===== src/rtl/al_clk_ctrl.sv =====
// ============================================================================
// al_clk_ctrl : alarm clock keypad entry, time/alarm commit and alarm sounder.
// Optional commit validation: define AL_CLK_CTRL_VALIDATE_EN.   Rev 1.0
// ============================================================================
`default_nettype none

module al_clk_ctrl #(
  parameter int TIMEOUT_SECS = 10
) (
  input  logic        clk,
  input  logic        reset,
  input  logic        one_second,
  input  logic [3:0]  key,
  input  logic        key_valid,
  input  logic        time_button,
  input  logic        alarm_button,
  input  logic        alarm_on,
  input  logic [15:0] current_time,
  output logic [15:0] key_buffer,
  output logic        load_new_time,
  output logic [15:0] alarm_time,
  output logic        show_keys,
  output logic        show_alarm,
  output logic        sound_alarm,
  output logic        entry_error
);

  localparam logic [2:0] IDLE       = 3'd0;
  localparam logic [2:0] ENTRY      = 3'd1;
  localparam logic [2:0] LOAD_TIME  = 3'd2;
  localparam logic [2:0] LOAD_ALARM = 3'd3;
  localparam logic [2:0] SHOW_ALARM = 3'd4;

  localparam int             CNT_W         = $clog2(TIMEOUT_SECS + 1);
  localparam logic [CNT_W-1:0] TIMEOUT_LIMIT = CNT_W'(TIMEOUT_SECS);

  logic [2:0]       state;
  logic [CNT_W-1:0] timeout_cnt;
  logic             is_digit;
  logic             commit_ok;

  assign is_digit = key_valid && (key <= 4'd9);

`ifdef AL_CLK_CTRL_VALIDATE_EN
  // Buffer layout is {ms_hour, ls_hour, ms_min, ls_min}.
  always_comb begin
    commit_ok = (key_buffer[15:12] <= 4'd2) &&
                (key_buffer[11:8]  <= 4'd9) &&
                !((key_buffer[15:12] == 4'd2) && (key_buffer[11:8] > 4'd3)) &&
                (key_buffer[7:4]   <= 4'd5) &&
                (key_buffer[3:0]   <= 4'd9);
  end

  always_ff @(posedge clk) begin
    if (reset) begin
      entry_error <= 1'b0;
    end else begin
      entry_error <= (state == ENTRY) && (time_button || alarm_button) && !commit_ok;
    end
  end
`else
  assign commit_ok   = 1'b1;
  assign entry_error = 1'b0;
`endif

  always_ff @(posedge clk) begin
    if (reset) begin
      state       <= IDLE;
      key_buffer  <= 16'h0000;
      alarm_time  <= 16'h0000;
      timeout_cnt <= '0;
    end else begin
      case (state)
        IDLE: begin
          timeout_cnt <= '0;
          if (is_digit) begin
            key_buffer <= {key_buffer[11:0], key};
            state      <= ENTRY;
          end else if (alarm_button) begin
            state <= SHOW_ALARM;
          end
        end
        ENTRY: begin
          // Buttons outrank digits, which outrank the timeout.
          if (time_button || alarm_button) begin
            timeout_cnt <= '0;
            if (!commit_ok) begin
              key_buffer <= 16'h0000;
              state      <= IDLE;
            end else if (time_button) begin
              state <= LOAD_TIME;
            end else begin
              alarm_time <= key_buffer;
              state      <= LOAD_ALARM;
            end
          end else if (is_digit) begin
            key_buffer  <= {key_buffer[11:0], key};
            timeout_cnt <= '0;
          end else if (timeout_cnt == TIMEOUT_LIMIT) begin
            key_buffer  <= 16'h0000;
            timeout_cnt <= '0;
            state       <= IDLE;
          end else if (one_second) begin
            timeout_cnt <= timeout_cnt + 1'b1;
          end
        end
        LOAD_TIME, LOAD_ALARM: begin
          key_buffer  <= 16'h0000;
          timeout_cnt <= '0;
          state       <= IDLE;
        end
        SHOW_ALARM: begin
          timeout_cnt <= '0;
          if (!alarm_button) begin
            state <= IDLE;
          end
        end
        default: begin
          key_buffer  <= 16'h0000;
          timeout_cnt <= '0;
          state       <= IDLE;
        end
      endcase
    end
  end

  // Sounder latches on a match and only alarm_on releases it.
  always_ff @(posedge clk) begin
    if (reset) begin
      sound_alarm <= 1'b0;
    end else begin
      sound_alarm <= alarm_on & (sound_alarm | (current_time == alarm_time));
    end
  end

  assign load_new_time = (state == LOAD_TIME);
  assign show_keys     = (state == ENTRY) || (state == LOAD_TIME) || (state == LOAD_ALARM);
  assign show_alarm    = (state == SHOW_ALARM);

endmodule

`default_nettype wire

===== config.mk =====
export PLATFORM = sky130hd
export DESIGN_NAME = al_clk_ctrl
export DESIGN_NICKNAME = d
export VERILOG_FILES = /design/src/rtl/al_clk_ctrl.sv
export SDC_FILE = /design/constraint.sdc
export NUM_CORES = 1
export LEC_CHECK = 0
export CAP_MARGIN = 20
export CORE_MARGIN = 4
export CORE_UTILIZATION = 39
export CTS_CLUSTER_DIAMETER = 150
export DETAILED_ROUTE_END_ITERATION = 10
export GPL_ROUTABILITY_DRIVEN = 0
export HOLD_SLACK_MARGIN = 0.02
export PLACE_DENSITY = 0.81
export RECOVER_POWER = 50
export SYNTH_ARGS = -nofsm -noshare
export SYNTH_HDL_FRONTEND = slang
export SYNTH_SLANG_ARGS = --single-unit

===== constraint.sdc =====
create_clock -name clk -period 2.04 [get_ports clk]
set_clock_uncertainty 0.2 [all_clocks]
set_input_delay 0.204 -clock clk [delete_from_list [all_inputs] [get_ports clk]]
set_output_delay 0.204 -clock clk [all_outputs]
set_load 0.05 [all_outputs]

### Yosys cells after proc, flatten, opt, wreduce, memory -nomap -nowiden

Index checks and enable logic that the tools add are counted.
W data, S select, Z words.

| storage, ports and cells | value |
|---|---|
| bits in registers | 40 |
| output and inout bits | 37 |
| input port bits | 27 |

| operators by class | value |
|---|---|
| equal/unequal tests | 13 |
| add/sub/neg operators | 1 |
| magnitude comparators | 1 |
| bitwise operators | 5 |
| reductions and logical operators | 9 |
| muxes and demuxes | 13 |

Operators with widths:

| cell | count |
|---|---|
| $mux W16 | 4 |
| $pmux W16 S3 | 1 |
| $mux W3 | 6 |
| $eq A16 B16 Y1 | 1 |
| $ne A3 B3 Y1 const B | 4 |
| $pmux W3 S3 | 1 |
| $reduce_and A4 Y1 | 2 |
| $eq A3 B2 Y1 const B | 2 |
| $ne A2 B2 Y1 const B | 3 |
| $reduce_or A5 Y1 | 1 |
| $add A4 B1 Y4 const B | 1 |
| $eq A4 B4 Y1 const B | 1 |
| $le A4 B4 Y1 const B | 1 |
| $eq A3 B1 Y1 const B | 1 |
| $eq A3 B3 Y1 const B | 1 |
| $logic_not A3 Y1 | 1 |
| $logic_or A1 B1 Y1 | 3 |
| $not A1 Y1 | 3 |
| $reduce_and A3 Y1 | 1 |
| $and A1 B1 Y1 | 1 |
| $logic_and A1 B1 Y1 | 1 |
| $mux W1 | 1 |
| $or A1 B1 Y1 | 1 |

### Logic depth before layout (Yosys ltp)

Gate-level depths: netlist (run 1).

| logic depth | value |
|---|---|
| word-level depth | 5 |
| depth in mapped cells | 7 |
| gate-level depth less buffers | 6 |

### Worst setup path after synthesis (run 1)

No wires, ideal clock.

| timing | value |
|---|---|
| path kind | reg-to-output |
| from | register state[1] |
| to | output load_new_time |
| path buffers | 0 |
| slack | 45 ps |
| data required time | 1636 ps |
| arrival time | 1591 ps |
| stages on the path, launching flop included | 2 |
| cell sequence | dfxtp_1 > nor3b_1 |

| on the way | value |
|---|---|
| longest elaborated chain between the ends | 1 |

RTL lines:

| element | RTL line | RTL |
|---|---|---|
| from (decl) | 37 | `logic [2:0] state;` |
| from (signal assigned) | 68 | `state <= IDLE;` |
| from (signal assigned) | 78 | `state <= ENTRY;` |
| from (signal assigned) | 80 | `state <= SHOW_ALARM;` |
| $eq A3 B2 Y1 | 136 | `assign load_new_time = (state == LOAD_TIME);` |
| to (decl) | 20 | `output logic load_new_time,` |

Every way passes these cells.

### Worst setup path after layout (run 1)

| timing | value |
|---|---|
| from | register key_buffer[6] |
| to | output key_buffer[6] |

RTL lines:

| element | RTL line | RTL |
|---|---|---|
| from (decl) | 19 | `output logic [15:0] key_buffer,` |
| from (signal assigned) | 77 | `key_buffer <= {key_buffer[11:0], key};` |
| from (signal assigned) | 97 | `key_buffer <= {key_buffer[11:0], key};` |

No word-level cell between the ends.

==> flow_results.xml, run 1 <==
<?xml version="1.0" encoding="UTF-8"?>
<metrics>
  <group name="status">
    <metric name="outcome" unit="">complete, no violations</metric>
  </group>
  <group name="layout">
    <metric name="area_growth_syn_to_layout" unit="%">47.5</metric>
    <metric name="final_core_util" unit="%">61.4</metric>
    <metric name="final_layout_size_suffix_gt1_share" unit="%">14.0</metric>
    <metric name="antenna_cells_inserted" unit="">0</metric>
    <metric name="fin_nets" unit="">264</metric>
  </group>
  <group name="clock_tree">
    <metric name="postCtsResizedCells" unit="">0</metric>
    <metric name="cts_hold_buf" unit="">0</metric>
    <metric name="cts.repair_timing.setup_buffer_count" unit="">1</metric>
    <metric name="clock_sink_count" unit="">40</metric>
    <metric name="insertion_delay" unit="ns">0.29</metric>
    <metric name="tritoncts" unit="">built</metric>
    <metric name="clock_tree.htree_level_count" unit="">2</metric>
    <metric name="cts-root-to-sink-buffers" unit="">2</metric>
    <metric name="clockRootBuffer" unit="">sky130_fd_sc_hd__clkbuf_8</metric>
    <metric name="cts_made_buffers" unit="">5</metric>
    <metric name="clk_pin_slew" unit="ns">0.08</metric>
  </group>
  <group name="sta">
    <metric name="fin_worst_hold_slack" unit="ns">0.310</metric>
    <metric name="final_hold_viol_count" unit="">0</metric>
    <metric name="slew_violations" unit="">0</metric>
    <metric name="tns" unit="ns">0</metric>
    <metric name="timing.fmax" unit="MHz">511</metric>
    <metric name="rsz_0062_raised_after_global_routing" unit="">false</metric>
    <metric name="share_of_the_cycle_needed_by_the_critical_path_after_routing" unit="%">95.9</metric>
    <metric name="post-route-min-period" unit="ns">1.96</metric>
    <metric name="setup-violations-final" unit="">0</metric>
    <metric name="max_slew_margin" unit="%">60.1</metric>
    <metric name="tightestPinTransition" unit="ns">0.602</metric>
  </group>
  <group name="grt">
    <metric name="antenna_violations_before_repair" unit="">0</metric>
    <metric name="grt_start_max_net_pins" unit="">20</metric>
    <metric name="grt.total_usage" unit="%">16.1</metric>
    <metric name="grt_pass1_vias" unit="">1447</metric>
    <metric name="grt.overflow.total" unit="">0</metric>
    <metric name="grt_pass1_wl" unit="microns">6780</metric>
  </group>
  <group name="setup_path">
    <metric name="worstPathMaxFanout" unit="">4</metric>
    <metric name="worst-endpoint-arrival" unit="ns">1.55</metric>
    <metric name="endpoint_kind" unit="">output pin</metric>
    <metric name="cp_top_family" unit="">buffers and inverters</metric>
    <metric name="worstPathCellList" unit="">clkdlybuf4s50_1</metric>
    <metric name="setup.worst_path.class" unit="">reg2out</metric>
    <metric name="required" unit="ns">1.64</metric>
    <metric name="worst_setup_path_start_kind" unit="">register</metric>
    <metric name="worstPathBufferInverterCount" unit="">1</metric>
    <metric name="critical_path.slowest_cell" unit="">sky130_fd_sc_hd__clkdlybuf4s50_1</metric>
    <metric name="max_stage_delay" unit="ns">0.84</metric>
  </group>
  <group name="place">
    <metric name="place.detailed.hpwl" unit="microns">3200</metric>
    <metric name="buffer_ports.inserted" unit="">62</metric>
  </group>
  <group name="synth">
    <metric name="yosys.area.top_type_share" unit="%">46.4</metric>
    <metric name="asyncSetResetFlopFracSynth" unit="%">0</metric>
    <metric name="count_of_flip_flops_with_a_built_in_enable_after_synthesis" unit="">0</metric>
    <metric name="synth.area.top_cells" unit="">sky130_fd_sc_hd__dfxtp_1 (46%), sky130_fd_sc_hd__mux2i_1 (9.3%), sky130_fd_sc_hd__xor2_1 (9.1%)</metric>
    <metric name="synth_nets" unit="">188</metric>
    <metric name="synth_ff_type" unit="">sky130_fd_sc_hd__dfxtp_1</metric>
    <metric name="synth.cells.most_frequent" unit="">sky130_fd_sc_hd__dfxtp_1 (40), sky130_fd_sc_hd__nor2_1 (23), sky130_fd_sc_hd__xor2_1 (18)</metric>
    <metric name="synthCells" unit="">159</metric>
    <metric name="synth.largest_area_cell" unit="">sky130_fd_sc_hd__dfxtp_1</metric>
    <metric name="yosys_register_bits" unit="">40</metric>
    <metric name="yosysUniqueCellTypes" unit="">39</metric>
    <metric name="synth.most_common_cell" unit="">sky130_fd_sc_hd__dfxtp_1</metric>
    <metric name="synthesis.area" unit="sq um">1720</metric>
    <metric name="yosysSeqAreaShare" unit="%">46.4</metric>
    <metric name="syn_area_per_cell" unit="sq um">10.8</metric>
    <metric name="synth-warning-count" unit="">0</metric>
  </group>
  <group name="die">
    <metric name="core" unit="sq um">4140</metric>
    <metric name="start_util" unit="%">41.6</metric>
    <metric name="row_count" unit="">23</metric>
    <metric name="design.portCount" unit="">64</metric>
    <metric name="height_of_the_die" unit="microns">74.5</metric>
    <metric name="die_area" unit="sq um">5550</metric>
    <metric name="chipWidth" unit="microns">74.5</metric>
  </group>
  <group name="route">
    <metric name="via_per_inst" unit="">4.95</metric>
    <metric name="antenna_violating_nets_post_route" unit="">0</metric>
    <metric name="totalWireLength" unit="microns">4150</metric>
    <metric name="routedWlPerCell" unit="microns">14.5</metric>
    <metric name="route.detailed.drc" unit="">0</metric>
    <metric name="drtIter0Drc" unit="">68</metric>
    <metric name="route.vias.total" unit="">1417</metric>
    <metric name="drt-pass1-iter-count" unit="">4</metric>
  </group>
  <group name="job">
    <metric name="cap_viol_max_count" unit="">0</metric>
  </group>
  <group name="power_and_ir_drop">
    <metric name="power_per_cell_area" unit="nW/um^2">643</metric>
    <metric name="p_leak" unit="nW">1.15</metric>
    <metric name="totalPowerFinal" unit="mW">1.63</metric>
    <metric name="worst_ir_drop_vdd" unit="mV">0.411</metric>
  </group>
  <group name="worst_hold_path">
    <metric name="timing.hold.worst.class" unit="">in2reg</metric>
  </group>
</metrics>
per-stage QoR:
stage | instance area (sq um) | instances | setup slack [ns]
floorplan | 1720 | 159 | 0.0449
global placement | 2450 | 277 | -0.261
detailed placement | 2450 | 277 | -0.288
CTS | 2560 | 286 | 0.0847
global route | 2540 | 286 | 0.0501
finish | 2540 | 286 | 0.0831
flip-flops by register name, summed over array words and instances (netlist names):
| signal | cells |
|---|---|
| timeout_cnt | 4 |
| alarm_time | 16 |
| sound_alarm | 1 |
| state | 3 |
| key_buffer | 16 |
per-layer routing:
| layer | track usage (%) | wire length, microns | vias up |
|---|---|---|---|
| li1 | - | - | 717 |
| met1 | 20.5 | 1870 | 640 |
| met2 | 25.9 | 1900 | 53 |
| met3 | 3.65 | 309 | 7 |
| met4 | 7.71 | 75 | 0 |
| met5 | 0 | 0 | - |
cells in the final DEF, fill, tap and decap left out, types with 2 or more instances in the layout:
cell	n
sky130_fd_sc_hd__clkdlybuf4s50_1	59
sky130_fd_sc_hd__dfxtp_1	40
sky130_fd_sc_hd__nor2_1	23
sky130_fd_sc_hd__xor2_1	18
sky130_fd_sc_hd__a22o_1	16
sky130_fd_sc_hd__mux2i_1	16
sky130_fd_sc_hd__buf_4	14
sky130_fd_sc_hd__clkbuf_8	6
sky130_fd_sc_hd__nor4_1	4
sky130_fd_sc_hd__inv_1	3
sky130_fd_sc_hd__nor3b_1	2
sky130_fd_sc_hd__o21ai_0	2
sky130_fd_sc_hd__nand2_1	2
sky130_fd_sc_hd__ha_1	2
sky130_fd_sc_hd__clkinvlp_4	2
sky130_fd_sc_hd__clkbuf_2	2
cells by family after synthesis:
| family | count (synthesis) | synth area share, % |
|---|---|---|
| simple gates | 44 | 14.7 |
| flops | 40 | 46.4 |
| compound gates | 26 | 14.2 |
| xor+xnor | 19 | 9.65 |
| mux | 16 | 9.29 |
| buf+inv | 11 | 4.06 |
| fa+ha+maj | 2 | 1.45 |
| other cells | 1 | 0.217 |
worst paths after layout:
kind	start	end	slack [ns]	depth (start not counted)
hold / removal	key[0]	key_buffer[0]	0.31	2
setup / recovery	key_buffer[6]	key_buffer[6]	0.08	1
setup reg to reg	state[2]	timeout_cnt[1]	0.18	4
hold reg to reg	key_buffer[15]	key_buffer[15]	0.32	1
power by group:
part	switching, mW	internal (mW)	total, mW
Combinational	0.147	0.131	0.278
Clock	0.269	0.273	0.543
Sequential	0.0182	0.795	0.813
Total	0.434	1.20	1.63
final cells by class:
cell class	instances	area [sq um]
flip-flops and latches	40	801
clock inverters	2	15.0
multi-input cells	108	841
inverters	3	11.3
well taps	50	62.6
fillers	370	1600
clock buffers	6	82.6
repair buffers	77	729
Note: power is estimated with default switching activity, not from simulation.
==> run 2: changes to the inputs <==
GPL_ROUTABILITY_DRIVEN = default   (was 0)
==> run 2 against run 1 <==
Combinational power barely moved; wire length fell by 2.2%; register-to-register slack lost 0.02 ns; maximum frequency is 1.1% higher; sequential share of layout area is 0.41 points lower; critical path depth is the same; first-iteration DRC count shrank 15%; via count increased by 0.92%; clock power is 22% higher; setup slack improved by 0.021 ns; flip-flop and latch count unchanged; die area stayed put; critical path type unchanged; critical endpoint unchanged.
==> flow_results.xml, run 2 (synthesized netlist as in run 1, its figures left out) <==
<?xml version="1.0" encoding="UTF-8"?>
<metrics>
  <group name="sta">
    <metric name="post-route-min-period" unit="ns">1.94</metric>
    <metric name="final_hold_viol_count" unit="">0</metric>
    <metric name="tightestPinTransition" unit="ns">0.522</metric>
    <metric name="share_of_the_cycle_needed_by_the_critical_path_after_routing" unit="%">94.9</metric>
    <metric name="slew_violations" unit="">0</metric>
    <metric name="setup_slack" unit="ns">0.104</metric>
    <metric name="timing.fmax" unit="MHz">517</metric>
    <metric name="setup-violations-final" unit="">0</metric>
    <metric name="rsz_0062_raised_after_global_routing" unit="">false</metric>
    <metric name="max_slew_margin" unit="%">65.1</metric>
  </group>
  <group name="layout">
    <metric name="final_layout_size_suffix_gt1_share" unit="%">14.7</metric>
    <metric name="final_core_util" unit="%">62.2</metric>
    <metric name="n_fill_cell" unit="">364</metric>
    <metric name="fin_nets" unit="">266</metric>
    <metric name="layout.cells.non_filler" unit="">288</metric>
    <metric name="antenna_cells_inserted" unit="">0</metric>
    <metric name="final_common_cell" unit="">sky130_fd_sc_hd__clkdlybuf4s50_1</metric>
    <metric name="area_growth_syn_to_layout" unit="%">49.4</metric>
    <metric name="mostFrequentLayoutCells" unit="">sky130_fd_sc_hd__clkdlybuf4s50_1 (58), sky130_fd_sc_hd__dfxtp_1 (40), sky130_fd_sc_hd__nor2_1 (23)</metric>
    <metric name="largestRegisters" unit="">alarm_time: 16 flops, key_buffer: 16 flops, timeout_cnt: 4 flops</metric>
  </group>
  <group name="power_and_ir_drop">
    <metric name="share_comb_of_total_power" unit="%">15.8</metric>
    <metric name="power_per_cell_area" unit="nW/um^2">681</metric>
    <metric name="seq_power_share" unit="%">46.3</metric>
    <metric name="cell_internal_power" unit="mW">1.32</metric>
    <metric name="clock_power_share" unit="%">37.8</metric>
    <metric name="worst_ir_drop_vdd" unit="mV">0.358</metric>
    <metric name="p_leak" unit="nW">1.18</metric>
    <metric name="totalPowerFinal" unit="mW">1.75</metric>
    <metric name="netSwitchingFraction" unit="%">24.5</metric>
    <metric name="p_sw" unit="mW">0.430</metric>
  </group>
  <group name="clock_tree">
    <metric name="clock_tree.htree_level_count" unit="">2</metric>
    <metric name="clk_pin_slew" unit="ns">0.08</metric>
    <metric name="cts_made_buffers" unit="">5</metric>
    <metric name="tritoncts" unit="">built</metric>
    <metric name="postCtsResizedCells" unit="">0</metric>
    <metric name="cts-root-to-sink-buffers" unit="">2</metric>
    <metric name="clock_sink_count" unit="">40</metric>
    <metric name="clockRootBuffer" unit="">sky130_fd_sc_hd__clkbuf_8</metric>
    <metric name="insertion_delay" unit="ns">0.29</metric>
  </group>
  <group name="grt">
    <metric name="grt_pass1_vias" unit="">1400</metric>
    <metric name="grt_start_max_net_pins" unit="">20</metric>
    <metric name="antenna_violations_before_repair" unit="">0</metric>
    <metric name="grt.total_usage" unit="%">15.4</metric>
    <metric name="grt.overflow.total" unit="">0</metric>
    <metric name="grt_pass1_wl" unit="microns">6480</metric>
  </group>
  <group name="route">
    <metric name="drt-pass1-iter-count" unit="">4</metric>
    <metric name="drtIter0Drc" unit="">58</metric>
    <metric name="antenna_violating_nets_post_route" unit="">0</metric>
    <metric name="totalWireLength" unit="microns">4060</metric>
    <metric name="routedWlPerCell" unit="microns">14.1</metric>
    <metric name="route.vias.total" unit="">1430</metric>
    <metric name="via_per_inst" unit="">4.97</metric>
    <metric name="route.detailed.drc" unit="">0</metric>
  </group>
  <group name="worst_hold_path">
    <metric name="timing.hold.worst.class" unit="">in2reg</metric>
  </group>
  <group name="setup_path">
    <metric name="worstPathMaxFanout" unit="">4</metric>
    <metric name="worst_setup_path_start_kind" unit="">register</metric>
    <metric name="worst-endpoint-arrival" unit="ns">1.53</metric>
    <metric name="worstPathBufferInverterCount" unit="">1</metric>
    <metric name="r2r_setup_slack" unit="ns">0.16</metric>
    <metric name="worstPathCellList" unit="">clkdlybuf4s50_1</metric>
    <metric name="required" unit="ns">1.64</metric>
    <metric name="cp_top_family" unit="">buffers and inverters</metric>
    <metric name="max_stage_delay" unit="ns">0.84</metric>
    <metric name="endpoint_kind" unit="">output pin</metric>
    <metric name="critical_path.slowest_cell" unit="">sky130_fd_sc_hd__clkdlybuf4s50_1</metric>
    <metric name="setup.worst_path.class" unit="">reg2out</metric>
  </group>
  <group name="status">
    <metric name="outcome" unit="">complete, no violations</metric>
  </group>
  <group name="place">
    <metric name="place_ws" unit="ns">-0.319</metric>
    <metric name="buffer_ports.inserted" unit="">62</metric>
    <metric name="finalWeightedCongestion" unit="">0.856</metric>
    <metric name="place.detailed.hpwl" unit="microns">3070</metric>
    <metric name="placed_cells" unit="">278</metric>
  </group>
  <group name="die">
    <metric name="height_of_the_die" unit="microns">74.5</metric>
    <metric name="design.portCount" unit="">64</metric>
    <metric name="core" unit="sq um">4140</metric>
    <metric name="start_util" unit="%">41.6</metric>
    <metric name="row_count" unit="">23</metric>
    <metric name="die_area" unit="sq um">5550</metric>
    <metric name="chipWidth" unit="microns">74.5</metric>
  </group>
  <group name="job">
    <metric name="cap_viol_max_count" unit="">0</metric>
  </group>
</metrics>
## run 2: cell count changes in the layout (fill, tap and decap cells not counted), sizes merged
cell / delta
bufinv: +1
clkbuf: +2
clkdlybuf4s50: -1
clkinv: +1
clkinvlp: -2
dlygate4sd3: +1
## run 2: worst paths after layout
kind,startpoint,endpoint,cells after the start
hold reg to reg,key_buffer[15],key_buffer[15],1
hold / removal,key[0],key_buffer[0],2
setup reg to reg,state[2],timeout_cnt[1],4
setup / recovery,key_buffer[6],key_buffer[6],1
## run 2: layout make-up
class | instances | area [sq um] | share of cell area, %
clock buffer | 6 | 82.6 | 3.21
clock inverter | 2 | 38.8 | 1.51
inverter | 3 | 11.3 | 0.437
multi-input combinational | 108 | 853 | 33.1
sequential | 40 | 801 | 31.1
tap | 50 | 62.6 | 2.43
timing repair buffer | 79 | 727 | 28.2
## run 2: power groups by stage
stage	logic [mW]	clock network, mW	registers, mW
after floorplan	0.133	0	0.857
after global placement	0.276	0	0.831
after detailed placement	0.279	0	0.831
after CTS	0.287	0.680	0.813
after global routing	0.296	0.707	0.815
final	0.278	0.663	0.812
## run 2: metal layers
layer	track usage [%]	vias to the layer above	routed length (microns)
met1	19.9	650	1860
met3	4.86	7	348
met5	0	-	0
met2	24.1	51	1810
li1	-	722	-
met4	5.53	0	50
## run 2: timing repair
action                                  4_1_cts  5_1_grt
setup buffers                                 2        0
hold buffers                                  0        0
endpoints found under the setup margin       16        0
## run 2: stage by stage
step / hold slack, ns / setup TNS [ns] / cell area (sq um)
finish: 0.311 / 0 / 2580
global route: 0.313 / 0 / 2580
CTS: 0.305 / 0 / 2590
detailed placement: 0.302 / -4.97 / 2450
global placement: 0.297 / -4.31 / 2450
floorplan: 0.0920 / 0 / 1720
==> run 3: changes to the inputs <==
--- a/constraint.sdc
+++ b/constraint.sdc
@@ -3,3 +3,3 @@
 set_input_delay 0.204 -clock clk [delete_from_list [all_inputs] [get_ports clk]]
 set_output_delay 0.204 -clock clk [all_outputs]
-set_load 0.05 [all_outputs]
+set_load 0.02 [all_outputs]
==> run 3 against run 2 <==
Sequential share of layout area up 0.54 points; critical path depth up 3; sequential power about the same; critical path type unchanged; largest power group unchanged; clock power down 29%; core utilization down 1.1 points; final cell count down 0.69%.
==> flow_results.xml, run 3 (synthesized netlist as in run 1, its figures left out) <==
<?xml version="1.0" encoding="UTF-8"?>
<metrics>
  <group name="route">
    <metric name="via_per_inst" unit="">5.05</metric>
    <metric name="antenna_violating_nets_post_route" unit="">0</metric>
    <metric name="drtIter0Drc" unit="">99</metric>
    <metric name="route.vias.total" unit="">1445</metric>
    <metric name="route.detailed.drc" unit="">0</metric>
    <metric name="routedWlPerCell" unit="microns">14.6</metric>
    <metric name="totalWireLength" unit="microns">4180</metric>
    <metric name="drt-pass1-iter-count" unit="">4</metric>
  </group>
  <group name="clock_tree">
    <metric name="clock_sink_count" unit="">40</metric>
    <metric name="cts-root-to-sink-buffers" unit="">2</metric>
    <metric name="tritoncts" unit="">built</metric>
    <metric name="clock_tree.htree_level_count" unit="">2</metric>
    <metric name="cts_made_buffers" unit="">5</metric>
    <metric name="insertion_delay" unit="ns">0.28</metric>
    <metric name="clk_pin_slew" unit="ns">0.07</metric>
    <metric name="clockRootBuffer" unit="">sky130_fd_sc_hd__clkbuf_8</metric>
  </group>
  <group name="sta">
    <metric name="post-route-min-period" unit="ns">1.86</metric>
    <metric name="tns" unit="ns">0</metric>
    <metric name="rsz_0062_raised_after_global_routing" unit="">false</metric>
    <metric name="timing.fmax" unit="MHz">537</metric>
    <metric name="setup_slack" unit="ns">0.179</metric>
    <metric name="slew_violations" unit="">0</metric>
    <metric name="final_hold_viol_count" unit="">0</metric>
    <metric name="setup-violations-final" unit="">0</metric>
    <metric name="share_of_the_cycle_needed_by_the_critical_path_after_routing" unit="%">91.2</metric>
  </group>
  <group name="place">
    <metric name="place.detailed.hpwl" unit="microns">3250</metric>
    <metric name="finalWeightedCongestion" unit="">0.869</metric>
    <metric name="buffer_ports.inserted" unit="">62</metric>
    <metric name="place_ws" unit="ns">-0.334</metric>
  </group>
  <group name="setup_path">
    <metric name="worstReg2RegEnd" unit="">timeout_cnt[1]</metric>
    <metric name="endpoint_kind" unit="">output pin</metric>
    <metric name="required" unit="ns">1.64</metric>
    <metric name="worst-endpoint-arrival" unit="ns">1.46</metric>
    <metric name="setup.worst_path.class" unit="">reg2out</metric>
    <metric name="r2r.worst_path.cells" unit="">4</metric>
    <metric name="worstPathMaxFanout" unit="">4</metric>
    <metric name="worst_setup_path_start_kind" unit="">register</metric>
    <metric name="worstReg2RegStart" unit="">state[2]</metric>
    <metric name="r2r_setup_slack" unit="ns">0.18</metric>
  </group>
  <group name="grt">
    <metric name="antenna_violations_before_repair" unit="">0</metric>
    <metric name="grt_pass1_wl" unit="microns">6730</metric>
    <metric name="grt_start_max_net_pins" unit="">20</metric>
    <metric name="grt.overflow.total" unit="">0</metric>
    <metric name="grt_pass1_vias" unit="">1433</metric>
    <metric name="grt.total_usage" unit="%">16.0</metric>
  </group>
  <group name="die">
    <metric name="chipWidth" unit="microns">74.5</metric>
    <metric name="die_area" unit="sq um">5550</metric>
    <metric name="start_util" unit="%">41.6</metric>
    <metric name="height_of_the_die" unit="microns">74.5</metric>
    <metric name="row_count" unit="">23</metric>
    <metric name="core" unit="sq um">4140</metric>
    <metric name="design.portCount" unit="">64</metric>
  </group>
  <group name="layout">
    <metric name="area_growth_syn_to_layout" unit="%">46.9</metric>
    <metric name="fin_nets" unit="">265</metric>
    <metric name="final_core_util" unit="%">61.1</metric>
    <metric name="mostFrequentLayoutCells" unit="">sky130_fd_sc_hd__dfxtp_1 (40), sky130_fd_sc_hd__dlygate4sd3_1 (33), sky130_fd_sc_hd__clkdlybuf4s50_1 (26)</metric>
    <metric name="largestRegisters" unit="">alarm_time: 16 flops, key_buffer: 16 flops, timeout_cnt: 4 flops</metric>
    <metric name="final_common_cell" unit="">sky130_fd_sc_hd__dfxtp_1</metric>
    <metric name="final_layout_size_suffix_gt1_share" unit="%">12.7</metric>
    <metric name="antenna_cells_inserted" unit="">0</metric>
  </group>
  <group name="worst_hold_path">
    <metric name="min_from" unit="">key_buffer[13]</metric>
    <metric name="whs_path_depth" unit="">1</metric>
    <metric name="min_delay_worst_endpoint" unit="">key_buffer[13]</metric>
    <metric name="timing.hold.worst.class" unit="">reg2reg</metric>
  </group>
  <group name="job">
    <metric name="cap_viol_max_count" unit="">0</metric>
  </group>
  <group name="status">
    <metric name="outcome" unit="">complete, no violations</metric>
  </group>
  <group name="power_and_ir_drop">
    <metric name="power_per_cell_area" unit="nW/um^2">603</metric>
    <metric name="totalPowerFinal" unit="mW">1.53</metric>
    <metric name="p_leak" unit="nW">1.26</metric>
    <metric name="worst_ir_drop_vdd" unit="mV">0.398</metric>
  </group>
</metrics>
==> run 3: stage by stage <==
stage,cell area (sq um),hold WS (ns),instances
final,2530,0.328,286
after detailed placement,2450,0.314,277
after global placement,2450,0.297,277
after floorplan,1720,0.0920,159
after global routing,2530,0.352,286
after CTS,2540,0.335,286
==> run 3: critical path, cell delays in order, from the launching register on <==
cell                            delay (ns)
sky130_fd_sc_hd__dfxtp_1              0.34
sky130_fd_sc_hd__buf_4                0.15
sky130_fd_sc_hd__nor2_1               0.20
sky130_fd_sc_hd__and2_1               0.15
sky130_fd_sc_hd__dlygate4sd2_1        0.33
==> run 3: report_power, final <==
part	total (mW)	switching [mW]	internal (mW)	leakage [nW]
Combinational	0.238	0.111	0.127	0.899
Sequential	0.815	0.0192	0.795	0.323
Clock	0.473	0.241	0.232	0.0410
==> run 3: worst max-delay path by stage <==
stage,from,endpoint,slack [ns],depth (start not counted)
2_1_floorplan,timeout_cnt[0],key_buffer[0],0.11,7
3_3_place_gp,key[3],key_buffer[14],-0.27,5
3_5_place_dp,time_button,key_buffer[14],-0.33,5
4_1_cts,state[1],load_new_time,0.03,2
5_1_grt,state[1],alarm_time[5],0.08,4
6_report,state[0],show_alarm,0.18,4
==> run 3: metal layers <==
layer	vias to the layer above	GRT usage (%)	share of wire, %	wire length, microns
met1	664	20.6	44	1850
met2	59	26.2	46	1930
met5	-	0	0	0
li1	715	-	-	-
met3	7	3.92	8.5	354
met4	0	5.34	1.1	47
==> run 3: what timing repair did <==
item                                   CTS  global route
endpoints found under the hold margin    0             0
resized for setup                        1             2
gates cloned                             0             0
hold buffers                             0             0
pin swaps                                1             0
buffers inserted                         2             0
setup endpoints to repair               17             2
==> run 3: cell type report <==
| type | instances | area, sq um |
|---|---|---|
| fillers | 368 | 1610 |
| clock buffers | 6 | 72.6 |
| flip-flops and latches | 40 | 801 |
| repair buffers | 78 | 727 |
| clock inverters | 1 | 5.00 |
| inverters | 3 | 11.3 |
| well taps | 50 | 62.6 |
| multi-input cells | 108 | 853 |
